### src/rtl/pipe_ctrl.sv
// Stall/flush controller for the 5-stage pipeline: drives the shared stop vector,
// sequences exception/watchdog flushes. Optional stall counter via `PIPE_CTRL_PERF_EN.
module pipe_ctrl #(
   parameter int          TIMEOUT    = 255,
   parameter logic [31:0] ERR_VECTOR = 32'h0000_0040
) (
   input  logic        clk,
   input  logic        rst,
   input  logic        stallreq_id,
   input  logic        stallreq_ex,
   input  logic        stallreq_mem,
   input  logic        exc_req,
   input  logic [31:0] exc_pc,
   output logic [5:0]  stop,
   output logic        flush,
   output logic [31:0] new_pc,
   output logic        timeout_err,
   output logic [31:0] stall_cnt
);

   typedef enum logic [1:0] {RUN, STALL, FLUSH} state_t;

   localparam bit         WD_EN   = (TIMEOUT != 0);
   localparam logic [7:0] WD_LAST = 8'(TIMEOUT - 1);

   state_t      state_q, state_d;
   logic [7:0]  wd_cnt_q, wd_cnt_d;
   logic [31:0] new_pc_q, new_pc_d;
   logic        in_flush, wd_fire, trig, any_req;

   // The watchdog fires on the TIMEOUT-th consecutive MEM stall; FLUSH masks everything.
   always_comb begin
      in_flush = (state_q == FLUSH);
      any_req  = stallreq_id | stallreq_ex | stallreq_mem;
      wd_fire  = WD_EN && !in_flush && stallreq_mem && (wd_cnt_q == WD_LAST);
      trig     = !in_flush && (exc_req || wd_fire);
   end

   always_ff @(posedge clk) begin
      if (rst) state_q <= RUN;
      else     state_q <= state_d;
   end

   always_comb begin
      state_d = state_q;
      if (trig)          state_d = FLUSH;
      else if (in_flush) state_d = RUN;
      else if (any_req)  state_d = STALL;
      else               state_d = RUN;
   end

   always_comb begin
      stop        = 6'b000000;
      flush       = in_flush;
      timeout_err = wd_fire;
      if (in_flush)          stop = 6'b000000;
      else if (trig)         stop = 6'b111111;
      else if (stallreq_mem) stop = 6'b011111;
      else if (stallreq_ex)  stop = 6'b001111;
      else if (stallreq_id)  stop = 6'b000111;
   end

   // Exception wins over a simultaneous watchdog fire for the redirect target.
   always_comb begin
      new_pc_d = new_pc_q;
      if (trig) new_pc_d = exc_req ? exc_pc : ERR_VECTOR;
      wd_cnt_d = (in_flush || !stallreq_mem || wd_fire) ? 8'd0 : wd_cnt_q + 8'd1;
   end

   always_ff @(posedge clk) begin
      if (rst) begin
         new_pc_q <= 32'd0;
         wd_cnt_q <= 8'd0;
      end else begin
         new_pc_q <= new_pc_d;
         wd_cnt_q <= wd_cnt_d;
      end
   end

   assign new_pc = new_pc_q;

`ifdef PIPE_CTRL_PERF_EN
   logic [31:0] stall_cnt_q, stall_cnt_d;

   // Freeze cycles count as stalls; the counter saturates rather than wrapping.
   always_comb begin
      stall_cnt_d = stall_cnt_q;
      if (stop[0] && !flush && (stall_cnt_q != 32'hFFFF_FFFF))
         stall_cnt_d = stall_cnt_q + 32'd1;
   end

   always_ff @(posedge clk) begin
      if (rst) stall_cnt_q <= 32'd0;
      else     stall_cnt_q <= stall_cnt_d;
   end

   assign stall_cnt = stall_cnt_q;
`else
   assign stall_cnt = 32'd0;
`endif

endmodule

### config.mk
export PLATFORM = sky130hd
export DESIGN_NAME = pipe_ctrl
export DESIGN_NICKNAME = d
export VERILOG_FILES = /design/src/rtl/pipe_ctrl.sv
export SDC_FILE = /design/constraint.sdc
export NUM_CORES = 1
export LEC_CHECK = 0
export BUFFER_PORTS_ARGS = -buffer_cell sky130_fd_sc_hd__buf_4
export CORE_MARGIN = 2
export CORE_UTILIZATION = 40
export CTS_CLUSTER_SIZE = 20
export DETAILED_ROUTE_END_ITERATION = 8
export HOLD_SLACK_MARGIN = 0.03
export MAX_ROUTING_LAYER = met4
export PLACE_DENSITY = 0.75
export RECOVER_POWER = 25
export SLEW_MARGIN = 20
export SYNTH_ARGS = -nofsm -noshare
export SYNTH_HDL_FRONTEND = slang
export SYNTH_SLANG_ARGS = --single-unit
### constraint.sdc
create_clock -name clk -period 2.5 [get_ports clk]
set_clock_uncertainty 0.2 [all_clocks]
set_input_delay 0.75 -clock clk [delete_from_list [all_inputs] [get_ports clk]]
set_output_delay 0.75 -clock clk [all_outputs]
set_load 0.1 [all_outputs]
==> impl_metrics.tcl, run 1 <==
set metrics [dict create \
    crit_fanout 5 \
    grt_usage_pct 17.0 \
    cts_buffers 5 \
    hold_viol 0 \
    cts_hold_buffers 0 \
    synth_enable_flop_cells 0 \
    endpoint_kind "output pin" \
    root_buffer "clkbuf_8" \
    clock_latency_ns 0.29 \
    max-vdd-ir-drop_uv 382 \
    crit_arrival_ns 1.52 \
    area_growth_pct 36.8 \
    slowest_stage "buf_6" \
    gr-usage-met2_pct 27.9 \
    place_inst 345 \
    die_y_um 76.2 \
    nNetsFinal 324 \
    grt_overflow 0 \
    mostFrequentLayoutCells "buf_4 (86), dfxtp_1 (38), nor3b_1 (32), conb_1 (32), a221o_1 (31)" \
    core-area_um2 5070 \
    ys_warn_count 0 \
    die_w_um 76.2 \
    dp_slack_ns -0.00738 \
    port_buffers 77 \
    drt-initial-drc-count 62 \
    dpl.hpwl_mm 3.38 \
    ys_async_sr_fraction_pct 0 \
    synth_seq_area_share_pct 40.3 \
    met3_usage_pct 4.98 \
    ys.flop_type "dfxtp_1" \
    grt_max_degree 33 \
    route.vias.total 1835 \
    final_common_cell "buf_4" \
    rsz0062_at_grt "true" \
    antenna_left 0 \
    grt_pass1_vias 1683 \
    relSlewSlack_pct 57.6 \
    drc 0 \
    diodes 0 \
    place_area_um2 2650 \
    path_cells "buf_4, and4_4, a21oi_2, nor2_1, buf_6" \
    setup_violations 0 \
    synth_cell_types 34 \
    period_share_pct 98.7 \
    syn_inst 206 \
    cts.sinks 42 \
    drive_gt1_share_pct 41.4 \
    hold_class "reg2reg" \
    drv_cap 0 \
    h-tree-depth 2 \
    viasPerCell 5.17 \
    wl_mm 4.93 \
    stdcell_count 355 \
    max_clock_freq_mhz 405 \
    syn-cell-area_um2 2090 \
    yosys.area.top_type_share_pct 40.3 \
    ios 110 \
    grt_pass1_wl_mm 8.02 \
    rows 26 \
    clk_pin_slew_ns 0.08 \
    worstSetupPathType "in2out" \
    cts_buffer_depth 2 \
    grt_util_met1_pct 21.0 \
    static-leakage-power_nw 1.21 \
    first_pass_iters 4 \
    tightest_slew_ns 0.635 \
    status "complete, no violations" \
    drv_slew 0 \
    netlist.top_cell.by_area "dfxtp_1" \
    final_area_um2 2850 \
    start_kind "input port" \
    crit_required_ns 1.55 \
    setup_slack_ns 0.0333 \
    syn-mean-instance-area_um2 10.1 \
    critPathMaxStageDelay_ns 0.24 \
    start_util_pct 41.1 \
    busiest_layer "met2" \
    yosys-top-cells-area "dfxtp_1 (40%), a221o_1 (15%), buf_4 (13%)" \
    dieArea_um2 5810 \
    antenna_found_initial 0 \
    tritoncts "yes" \
    gp_congestion 0.790 \
    period_minus_slack_ns 2.47 \
    wire_per_inst_um 13.9 \
    ys_ff_latch 42 \
    powerDensity_nw_per_um2 764 \
]
## where the power goes
| group | switching (mW) | internal (mW) |
|---|---|---|
| Clock | 0.244 | 0.400 |
| Sequential | 0.0284 | 0.709 |
| Combinational | 0.639 | 0.158 |
## metrics by stage
stage	hold WS, ns	utilization [%]	power, mW	setup TNS, ns
detailed placement	0.287	52.2	1.54	-0.00738
global route	0.327	56.2	2.25	-0.0294
global placement	0.277	52.2	1.54	0
CTS	0.302	55.6	2.19	0
floorplan	0.263	-	1.44	-0.264
finish	0.300	56.2	2.18	0
## logic make-up after synthesis
group           share of synthesized area (%)
fa+ha+maj                                1.20
flops                                    40.3
simple gates                             20.3
buf+inv                                  17.4
xor+xnor                                 1.26
compound gates                           19.4
other cells                             0.180
## routing by layer
| metal | share of wire [%] | up-vias |
|---|---|---|
| li1 | - | 865 |
| met1 | 45 | 895 |
| met2 | 47 | 69 |
| met3 | 6.9 | 6 |
| met4 | 0.73 | 0 |
| met5 | 0 | - |
## critical path, delay by kind of cell
| kind | cells | cell delay (ns) |
|---|---|---|
| compound gates | 1 | 0.06 |
| buf+inv | 2 | 0.37 |
| simple gates | 2 | 0.34 |
## path summary, 6_finish.rpt
check | slack (ns) | cells after the start | from | end
setup / recovery | 0.03 | 5 | stallreq_mem | stop[5]
hold / removal | 0.30 | 2 | new_pc[6] | new_pc[6]
setup reg to reg | 0.59 | 5 | state_q[0] | new_pc[22]
hold reg to reg | 0.30 | 2 | new_pc[6] | new_pc[6]
## layout make-up
cell class                 count  area, µm²
tap                           70       87.6
fill                         489       2220
sequential                    42        848
multi-input combinational    142       1070
timing repair buffer          89        697
clock buffer                   5       68.8
inverter                       4       17.5
clock inverter                 3       68.8
## timing repair
item	CTS	global route
pin swaps	1	3
resized for setup	8	7
setup buffers	2	0
setup endpoints to repair	2	6
## cell usage after synthesis, drive strengths merged, types with 2 or more instances
library cell / n
nor3: 8
o21ai: 2
clkbuf: 5
nand3: 4
a221o: 31
xor2: 2
nand2: 2
buf: 44
ha: 2
dfxtp: 42
nor3b: 33
nor2: 6
a211oi: 2
a21oi: 5
inv: 4
and4: 2
## sequential cells by signal, summed over array words and instances (netlist names)
signal / count
new_pc: 32
state_q: 2
wd_cnt_q: 8
(Power assumes the default switching activity.)
==> run 2: changes to the inputs <==
==> constraint.sdc (replaced) <==
create_clock -name clk -period 2.5 [get_ports clk]
set_clock_uncertainty 0.2 [all_clocks]
set_input_delay 0.75 -clock clk [delete_from_list [all_inputs] [get_ports clk]]
set_output_delay 0.75 -clock clk [all_outputs]
set_load 0.05 [all_outputs]
==> impl_metrics.tcl, run 2 (same netlist as run 1, synthesis figures left out) <==
set metrics [dict create \
    endpoint_kind "output pin" \
    dp_slack_ns 0.0231 \
    antenna_left 0 \
    cts.sinks 42 \
    root_buffer "clkbuf_8" \
    tightest_slew_ns 0.661 \
    hold_viol 0 \
    largest_reg_flops 32 \
    ios 110 \
    gp_congestion 0.845 \
    final_common_cell "buf_4" \
    utilization_pct 52.9 \
    grt_overflow 0 \
    viasPerCell 5.08 \
    clock_latency_ns 0.28 \
    status "complete, no violations" \
    nNetsFinal 321 \
    wl_mm 4.77 \
    die_y_um 76.2 \
    drive_gt1_share_pct 34.8 \
    start_util_pct 41.1 \
    powerDensity_nw_per_um2 624 \
    crit_arrival_ns 1.47 \
    power_frac_seq_pct 44.1 \
    tns_ns 0 \
    dpl.hpwl_mm 3.39 \
    wire_per_inst_um 13.5 \
    max_clock_freq_mhz 413 \
    relSlewSlack_pct 55.9 \
    filler_cell_count 485 \
    crit_fanout 6 \
    clockPowerShare_pct 26.3 \
    worstSetupPathType "reg2out" \
    core-area_um2 5070 \
    die_w_um 76.2 \
    p_total_mw 1.68 \
    grt_pass1_wl_mm 7.72 \
    port_buffers 77 \
    grt_pass1_vias 1665 \
    drc 0 \
    setup_violations 0 \
    hold_ws_ns 0.268 \
    diodes 0 \
    cts_buffer_depth 2 \
    place_area_um2 2610 \
    clk_pin_slew_ns 0.07 \
    rows 26 \
    first_pass_iters 4 \
    start_kind "register" \
    rsz0062_at_grt "false" \
    cts_hold_buffers 0 \
    grt_usage_pct 16.3 \
    stdcell_count 352 \
    drt-initial-drc-count 81 \
    tritoncts "yes" \
    h-tree-depth 2 \
    drv_cap 0 \
    max-vdd-ir-drop_uv 282 \
    internal_power_mw 1.07 \
    final_area_um2 2690 \
    multi_input_area_um2 1030 \
    route.vias.total 1788 \
    dieArea_um2 5810 \
    crit_required_ns 1.55 \
    place_inst 343 \
    mostFrequentLayoutCells "buf_4 (68), dfxtp_1 (37), nor3b_1 (32), conb_1 (32), a221o_1 (31)" \
    cts_buffers 5 \
    setup_slack_ns 0.0790 \
    switchingPower_mw 0.603 \
    switching_share_pct 36.0 \
    grt_max_degree 33 \
    period_minus_slack_ns 2.42 \
    register_area_um2 850 \
    static-leakage-power_nw 1.12 \
    hold_class "reg2reg" \
    combPwrFrac_pct 29.6 \
    drv_slew 0 \
    area_growth_pct 28.7 \
    antenna_found_initial 0 \
    period_share_pct 96.8 \
]
[run 2: cell count changes in the layout (fill, tap and decap cells not counted), moves of 2 or more]
cell	delta
buf_4	-18
clkbuf_1	+13
clkbuf_2	+3
nor2_4	-3
bufinv_16	-2
nor2_1	+2
[run 2: area by class of cell]
class / count / share of cell area (%)
multi-input combinational: 142 / 38.2
sequential: 42 / 31.6
timing repair buffer: 86 / 22.8
tap: 70 / 3.26
clock buffer: 7 / 3.21
inverter: 4 / 0.652
clock inverter: 1 / 0.186
[run 2: per-layer routing]
metal	GRT usage, %	share of wire [%]	vias up
met5	-	0	-
met4	4.91	0.63	0
met3	3.32	5.7	5
met2	27.5	49	60
met1	19.8	45	866
li1	-	-	857
[run 2: final timing paths]
path | start | to | slack (ns) | cells past startpoint
hold reg to reg | wd_cnt_q[0] | wd_cnt_q[0] | 0.27 | 1
setup / recovery | wd_cnt_q[0] | stop[5] | 0.08 | 6
setup reg to reg | state_q[0] | new_pc[6] | 0.62 | 4
hold / removal | wd_cnt_q[0] | wd_cnt_q[0] | 0.27 | 1
[run 2: critical path, stage by stage, from the launching register on]
cell     delay, ns
dfxtp_4       0.37
inv_2         0.07
ha_4          0.15
and4_4        0.22
a21oi_1       0.08
nor2_1        0.13
buf_6         0.17
[run 2: repair_timing]
action | CTS | global route
buffers inserted | 0 | 1
endpoints found under the setup margin | 2 | 5
resized for setup | 3 | 9
pin swaps | 0 | 3
gates cloned | 0 | 0
[run 2: power by group through the flow]
| stage | logic (mW) | clock network [mW] | registers, mW |
|---|---|---|---|
| global route | 0.518 | 0.488 | 0.745 |
| global placement | 0.505 | 0 | 0.752 |
| CTS | 0.509 | 0.467 | 0.739 |
| detailed placement | 0.509 | 0 | 0.753 |
| floorplan | 0.280 | 0 | 0.878 |
| finish | 0.496 | 0.441 | 0.738 |
